--- config.mk ---
export PLATFORM = sky130hd
export DESIGN_NAME = pulpemu_ctrl
export DESIGN_NICKNAME = d
export VERILOG_FILES = /design/src/rtl/pulpemu_ctrl_pkg.sv /design/src/rtl/pulpemu_debounce.sv /design/src/rtl/pulpemu_ctrl.sv
export SDC_FILE = /design/constraint.sdc
export NUM_CORES = 1
export LEC_CHECK = 0
export ABC_AREA = 1
export CORE_MARGIN = 1.5
export CORE_UTILIZATION = 59
export CTS_BUF_LIST = sky130_fd_sc_hd__clkbuf_4
export CTS_CLUSTER_SIZE = 24
export DETAILED_ROUTE_END_ITERATION = 10
export PLACE_DENSITY = 0.88
export SYNTH_ARGS = -nofsm -noshare
export SYNTH_HDL_FRONTEND = slang
export SYNTH_SLANG_ARGS = --single-unit
export TNS_END_PERCENT = 5
--- constraint.sdc ---
create_clock -name clk -period 4.4 [get_ports clk]
set_input_delay 1.1 -clock clk [delete_from_list [all_inputs] [get_ports clk]]
set_output_delay 1.1 -clock clk [all_outputs]
set_load 0.01 [all_outputs]
--- src/rtl/pulpemu_ctrl_pkg.sv ---
// rtl/pulpemu_ctrl_pkg.sv - run-control states, ctrl bit indices and status layout
package pulpemu_ctrl_pkg;

  typedef enum logic [2:0] {
    ST_IDLE    = 3'd0,
    ST_RELEASE = 3'd1,
    ST_READY   = 3'd2,
    ST_RUN     = 3'd3,
    ST_DONE    = 3'd4,
    ST_ERROR   = 3'd5
  } state_t;

  localparam int REL_BIT   = 31;
  localparam int FETCH_BIT = 0;

  localparam int STAT_EOC       = 0;
  localparam int STAT_RET_LSB   = 1;
  localparam int STAT_RUN       = 3;
  localparam int STAT_TMO       = 4;
  localparam int STAT_STATE_LSB = 5;
  localparam int STAT_CNT_LSB   = 8;

  localparam logic [23:0] CNT_MAX = 24'hFFFFFF;

endpackage

--- src/rtl/pulpemu_debounce.sv ---
// rtl/pulpemu_debounce.sv - single-bit filter, follows the input after DEB_CYCLES differing samples
module pulpemu_debounce #(
  parameter int DEB_CYCLES = 16
) (
  input  logic clk,
  input  logic rst,
  input  logic din,
  output logic dout
);

  localparam logic [7:0] LAST = 8'(DEB_CYCLES - 1);

  logic [7:0] cnt;

  always_ff @(posedge clk or posedge rst) begin
    if (rst) begin
      cnt  <= '0;
      dout <= 1'b0;
    end else if (din == dout) begin
      cnt <= '0;
    end else if (cnt == LAST) begin
      dout <= din;
      cnt  <= '0;
    end else begin
      cnt <= cnt + 8'd1;
    end
  end

endmodule

--- src/rtl/pulpemu_ctrl.sv ---
// rtl/pulpemu_ctrl.sv - PS-driven run-control sequencer for the PULPino core
module pulpemu_ctrl
  import pulpemu_ctrl_pkg::*;
#(
  parameter int DEB_CYCLES  = 16,
  parameter int RST_TIMEOUT = 1024
) (
  input  logic        clk,
  input  logic        rst,
  input  logic [31:0] ctrl_i,
  input  logic        eoc_i,
  input  logic [1:0]  return_i,
  input  logic        core_rstn_i,
  output logic        core_rst_no,
  output logic        fetch_en_o,
  output logic [31:0] status_o
);

  localparam logic [15:0] TMO_LAST = 16'(RST_TIMEOUT - 1);

  state_t      state;
  logic        rel_f, fetch_f;
  logic [1:0]  eoc_q, rstn_q;
  logic        eoc_s, rstn_s;
  logic [23:0] cyc_cnt;
  logic [15:0] tmo_cnt;
  logic        eoc_flag, tmo_flag;
  logic [1:0]  ret_q;
  logic        ctrl_unused;

  assign ctrl_unused = ^ctrl_i[30:1];

  pulpemu_debounce #(.DEB_CYCLES(DEB_CYCLES)) u_deb_rel (
    .clk(clk), .rst(rst), .din(ctrl_i[REL_BIT]), .dout(rel_f)
  );

  pulpemu_debounce #(.DEB_CYCLES(DEB_CYCLES)) u_deb_fetch (
    .clk(clk), .rst(rst), .din(ctrl_i[FETCH_BIT]), .dout(fetch_f)
  );

  // Core-domain signals cross in through plain 2-flop synchronizers.
  always_ff @(posedge clk or posedge rst) begin
    if (rst) begin
      eoc_q  <= '0;
      rstn_q <= '0;
    end else begin
      eoc_q  <= {eoc_q[0], eoc_i};
      rstn_q <= {rstn_q[0], core_rstn_i};
    end
  end

  assign eoc_s  = eoc_q[1];
  assign rstn_s = rstn_q[1];

  always_ff @(posedge clk or posedge rst) begin
    if (rst) begin
      state       <= ST_IDLE;
      core_rst_no <= 1'b0;
      fetch_en_o  <= 1'b0;
      cyc_cnt     <= '0;
      tmo_cnt     <= '0;
      eoc_flag    <= 1'b0;
      tmo_flag    <= 1'b0;
      ret_q       <= '0;
    end else if (state != ST_IDLE && !rel_f) begin
      // Dropping release overrides everything else; status is left intact.
      state       <= ST_IDLE;
      core_rst_no <= 1'b0;
      fetch_en_o  <= 1'b0;
    end else begin
      case (state)
        ST_IDLE: begin
          if (rel_f) begin
            state       <= ST_RELEASE;
            core_rst_no <= 1'b1;
            cyc_cnt     <= '0;
            tmo_cnt     <= '0;
            eoc_flag    <= 1'b0;
            tmo_flag    <= 1'b0;
            ret_q       <= '0;
          end
        end
        ST_RELEASE: begin
          tmo_cnt <= tmo_cnt + 16'd1;
          if (rstn_s) begin
            state <= ST_READY;
          end else if (tmo_cnt == TMO_LAST) begin
            state       <= ST_ERROR;
            tmo_flag    <= 1'b1;
            core_rst_no <= 1'b0;
          end
        end
        ST_READY: begin
          if (fetch_f) begin
            state      <= ST_RUN;
            fetch_en_o <= 1'b1;
          end
        end
        ST_RUN: begin
          if (eoc_s) begin
            state      <= ST_DONE;
            fetch_en_o <= 1'b0;
            eoc_flag   <= 1'b1;
            ret_q      <= return_i;
          end else if (!rstn_s) begin
            state       <= ST_ERROR;
            fetch_en_o  <= 1'b0;
            core_rst_no <= 1'b0;
          end else if (cyc_cnt != CNT_MAX) begin
            cyc_cnt <= cyc_cnt + 24'd1;
          end
        end
        ST_DONE, ST_ERROR: ;
        default: begin
          state       <= ST_IDLE;
          core_rst_no <= 1'b0;
          fetch_en_o  <= 1'b0;
        end
      endcase
    end
  end

  always_comb begin
    status_o = '0;
    status_o[STAT_EOC]               = eoc_flag;
    status_o[STAT_RET_LSB +: 2]      = ret_q;
    status_o[STAT_RUN]               = (state == ST_RUN);
    status_o[STAT_TMO]               = tmo_flag;
    status_o[STAT_STATE_LSB +: 3]    = state;
    status_o[STAT_CNT_LSB +: 24]     = cyc_cnt;
  end

endmodule

-- After elaboration in Yosys (flattened, before gate mapping)
Cells that the tools add are included.
- output and inout bits: 34
- flip-flop bits (word level): 71
- multiplexer cells: 39
- bitwise logic cells: 3
- add/sub/neg operators: 4
- reduce and logical (&&, ||, !) cells: 18
- eq/ne operators: 29
- operators with widths (operator ; number):
    two-way mux 24 bit ; 4
    case mux 24 bit (2 select lines) ; 1
    two-way mux 8 bit ; 4
    case mux 16 bit (2 select lines) ; 1
    adder 24 x 1 -> 24 bit (second input constant) ; 1
    inequality test 24 bit (second input constant) ; 1
    two-way mux 3 bit ; 7
    adder 16 x 1 -> 16 bit (second input constant) ; 1
    adder 8 x 1 -> 8 bit (second input constant) ; 2
    == test 16 x 10 -> 1 bit (second input constant) ; 1
    == test 8 x 4 -> 1 bit (second input constant) ; 2
    two-way mux 16 bit ; 1
    case mux 3 bit (5 select lines) ; 1
    two-way mux 1 bit ; 13
    inequality test 2 x 1 -> 1 bit (second input constant) ; 6
    inequality test 3 x 2 -> 1 bit (second input constant) ; 4
    AND reduction 6 bit ; 2
    AND reduction 5 bit ; 2
    inequality test 2 bit (second input constant) ; 4
    == test 3 x 2 -> 1 bit (second input constant) ; 2
    == test 3 bit (second input constant) ; 2
    inequality test 3 bit (second input constant) ; 2
    AND reduction 3 bit ; 2
    two-way mux 2 bit ; 2
    19 further kinds ; 25

-- Logic depth before layout (Yosys ltp)
- depth in word-level cells: 5
- gate-level depth with buffers: 11
- depth with buffers taken out: 10

-- Hierarchy
Synthesis repeated with hierarchy kept, for this count alone.
- cell total of the unflattened synthesis: 580
- area total of the unflattened synthesis: 4274.1 um^2
- modules (own cells, without submodules) (module ; instances ; sequential area each (um^2) ; area each (um^2) ; cells each):
    pulpemu_ctrl ; 1 ; 1326.3 ; 3348.2 ; 462
    pulpemu_debounce ; 2 ; 225.2 ; 462.9 ; 59

-- Worst setup path after synthesis
OpenSTA, ideal clock, no wires.
- path type: register -> output
- start point: reg state[1]
- end point: out status_o[3]
- path buffers: 3
- setup slack: 2.092 ns
- cell stages (with the launch flop): 6
- arrival time: 1.208 ns
- cell sequence: dfrtp_1 > buf_2 > inv_2 > nor2_4 > buf_4 > clkbuf_1
- word-level cells in the longest chain between the ends: 1
- ends and longest elaborated chain (element ; RTL line ; text):
    from (decl) ; pulpemu_ctrl.sv:21 ; state_t state;
    from (signal assigned) ; pulpemu_ctrl.sv:57 ; state <= ST_IDLE;
    from (signal assigned) ; pulpemu_ctrl.sv:67 ; state <= ST_IDLE;
    from (signal assigned) ; pulpemu_ctrl.sv:74 ; state <= ST_RELEASE;
    == test 3 x 2 -> 1 bit ; pulpemu_ctrl.sv:127 ; status_o[STAT_RUN] = (state == ST_RUN);
    to (decl) ; pulpemu_ctrl.sv:16 ; output logic [31:0] status_o
No other way between the ends.

-- Final worst setup path
- start point: reg state[2]
- end point: out status_o[3]
The elaborated chain is that of the path after synthesis.

==> metrics <==
Rel. slew slack between 20% and 30%; PD cells 359.3 nW/um^2; CP Buf/Inv Count 2; largest cells by area after synthesis dfrtp_1 43%, nand2_1 11%, nor2_1 7.8%; final setup vio count 0; Critical path origin state[2]; routability cong. about 0.90; #FFs+latches synth slightly above 70; drt total wl between 8000 and 9000 microns; cell row count 30; total CTS buffers 9; Final TNS setup 0 ns; CP Cell Sequence inv_2, nand2_1, nor2_4, clkdlybuf4s50_1; WP data required roughly 3.3 ns; status finished, final reports clean; Period minus WS final 3.287 ns; slowest stage delay, CP ~0.63 ns; largest net degree at the start of global routing 54; dpl hpwl 6170 microns; Hold Path Origin rstn_q[0]; Clock Pin Slew Worst Setup and Hold Paths roughly 0.13 ns; Final Hold Viols 0; vias in the first global route between 3000 and 4000; Data arrival, critical path 2.19 ns; Critical Path Fanout Max 21; Syn Nets 588; CTS resizes 0; CTS Buffer Depth 2; Clk Latency, worst-skew pair about 0.45 ns; Final period util 74.71%; fraction of layout cells with a size suffix above 1 12.44%; Slew @ Worst Pin between 1 and 1.5 ns; Finished Core Util 69.22%; core area approximately 6800 sq um; Setup crit end kind output pin; fin. max-slew vios 0; port buffer count roughly 40; die area approximately 7500 sq um; unrepaired setup endpoints after global routing false; YS warnings 0; Area Growth Syn to Fin 13.86%; reg2reg start state[2]; Post CTS Setup Buffer Count 0; Initial Util approximately three fifths; max frequency 304.2 MHz; Crit-path slowest cell clkdlybuf4s50_1; area share of the leading cell type in the synthesized netlist approximately 43%; DR DRC count 0; clock sinks between 70 and 80; grt total ovfl 0; Startpoint Class flip-flop; first-pass GRT wire length ~15000 microns; ANT nets after route 0; Die W between 80 and 90 microns; gr usage total between 20% and 30%; initial antenna violation count 0; Boundary Pins between 70 and 80; Yosys cell types 33; Synth area leader dfrtp_1; clk root buf clkbuf_4; maxcap violations 0; n_diodes 0; CTS hold repair buffers 0; Post-Syn Instances approximately 550; Post-Syn Area 4108 sq um; Mean Syn Cell Area between 7 and 8 sq um; vias between 3000 and 4000; Worst R2R Setup Slack around 1.5 ns; Top delay family on crit path buffers and inverters; Pleak around 2.0 nW; routed len/inst between 10 and 15 microns; DR iter-0 viols a little over 200; die height around 86 microns; Nets 632; H-tree levels 3; worst min path class flip-flop to flip-flop; Pre-antenna DRT Iters 5; number of vias per cell ~5.5; Layout Skew 0.02238 ns; TritonCTS clock tree yes; VDD IR max a little over 0.0002 V; Setup CP Type flip-flop to output pin; sequential area share after synthesis a little over two fifths
-- placed cells by master, fill, tap and decap left out, types with 3 or more instances in the layout --
master | synthesis | routed
o21ai_2 | 20 | 20
o21ai_0 | 28 | 28
nor2_1 | 85 | 85
clkbuf_4 | 0 | 10
nand2_2 | 22 | 22
nand4_1 | 11 | 11
nand3_1 | 53 | 53
nand2_1 | 124 | 124
ha_1 | 4 | 4
buf_4 | 4 | 3
inv_2 | 2 | 3
o21bai_1 | 5 | 5
dfrtp_1 | 71 | 71
a21oi_1 | 20 | 20
nor3b_1 | 3 | 3
nor2_4 | 3 | 3
clkdlybuf4s50_1 | 0 | 41
nand3_2 | 3 | 3
inv_1 | 56 | 55
nor3_1 | 10 | 10
-- worst register-to-register path: stages (launching register included) --
cell and delay (ns):
dfrtp_1 0.46, inv_2 0.11, nand2_1 0.11, nor2_4 0.42, nand2_1 0.17, a21oi_2 0.17, nand3_2 0.62, buf_4 0.50
nand2_1 0.12, o21ai_2 0.06
-- Yosys cell counts --
cell type / count
ha_1: 4
o21ai_2: 20
o21a_1: 1
clkbuf_2: 1
nand4_1: 11
nand3_1: 53
buf_2: 1
nand2_1: 124
or2_1: 1
nand3b_1: 2
a21oi_1: 20
clkbuf_1: 2
xor2_1: 2
nor4_1: 1
o41ai_1: 1
buf_4: 4
nor2_1: 85
o21bai_1: 5
inv_2: 2
nand3_2: 3
or2_2: 1
nand2_2: 22
nor2_4: 3
nor2_2: 2
buf_12: 3
xnor2_1: 2
a21oi_2: 1
nor3_1: 10
nor3b_1: 3
o21ai_0: 28
dfrtp_1: 71
clkinv_1: 1
inv_1: 56
-- worst paths after layout --
path	to	cells past startpoint
max in group asynchronous	cyc_cnt[0]	3
setup / recovery	status_o[3]	4
setup reg to reg	cyc_cnt[4]	9
hold / removal	rstn_q[1]	0
min in group asynchronous	u_deb_rel.dout	2
hold reg to reg	rstn_q[1]	0
-- per-stage QoR --
step | cell area [sq um] | power, mW | cells | hold slack (ns) | setup slack [ns]
2_1_floorplan | 4108 | 1.219 | 546 | 0.3312 | 1.503
3_3_place_gp | 4533 | 1.250 | 659 | 0.3426 | 1.604
3_5_place_dp | 4533 | 1.263 | 659 | 0.3523 | 1.576
4_1_cts | 4677 | 1.690 | 675 | 0.3591 | 1.079
5_1_grt | 4677 | 1.779 | 675 | 0.3711 | 0.9534
6_report | 4677 | 1.680 | 675 | 0.3626 | 1.113
-- kinds of logic after synthesis --
kind of cell,after synthesis,synth area share [%]
AO/OA/AOI/OAI,76,11.64
flip-flops,71,43.25
AND/OR/NAND/NOR,321,35.03
buffers and inverters,70,8.011
XOR/XNOR,4,0.8530
adder cells (fa/ha/maj),4,1.218
-- cell type report --
type                    instances  area (sq um)
clock inverters                 6         68.82
well taps                      80         100.1
inverters                      59         221.5
clock buffers                  10         75.07
flip-flops and latches         71          1777
multi-input cells             405          2002
fillers                       539          2079
repair buffers                 44         432.9
-- layer usage --
layer / track usage, % / vias up / share of wire, %
met5: 0 / - / 0
met3: 5.429 / 27 / 4.9
met4: 12.02 / 0 / 3.0
li1: - / 1855 / -
met1: 29.88 / 1726 / 45
met2: 41.55 / 105 / 48
-- report_power, final --
group	total, mW	switching (mW)	internal (mW)
logic	0.514	0.357	0.156
clock network	0.427	0.244	0.182
registers	0.740	0.0456	0.695
-- sequential cells by signal, summed over array words and instances, names as in the netlist --
name / count
cyc_cnt: 24
tmo_cnt: 16
u_deb_fetch.cnt: 8
u_deb_rel.cnt: 8
state: 3
eoc_q: 2
ret_q: 2
rstn_q: 2
core_rst_no: 1
eoc_flag: 1
fetch_en_o: 1
tmo_flag: 1
u_deb_fetch.dout: 1
u_deb_rel.dout: 1
Note: power is estimated with default switching activity, not from simulation.
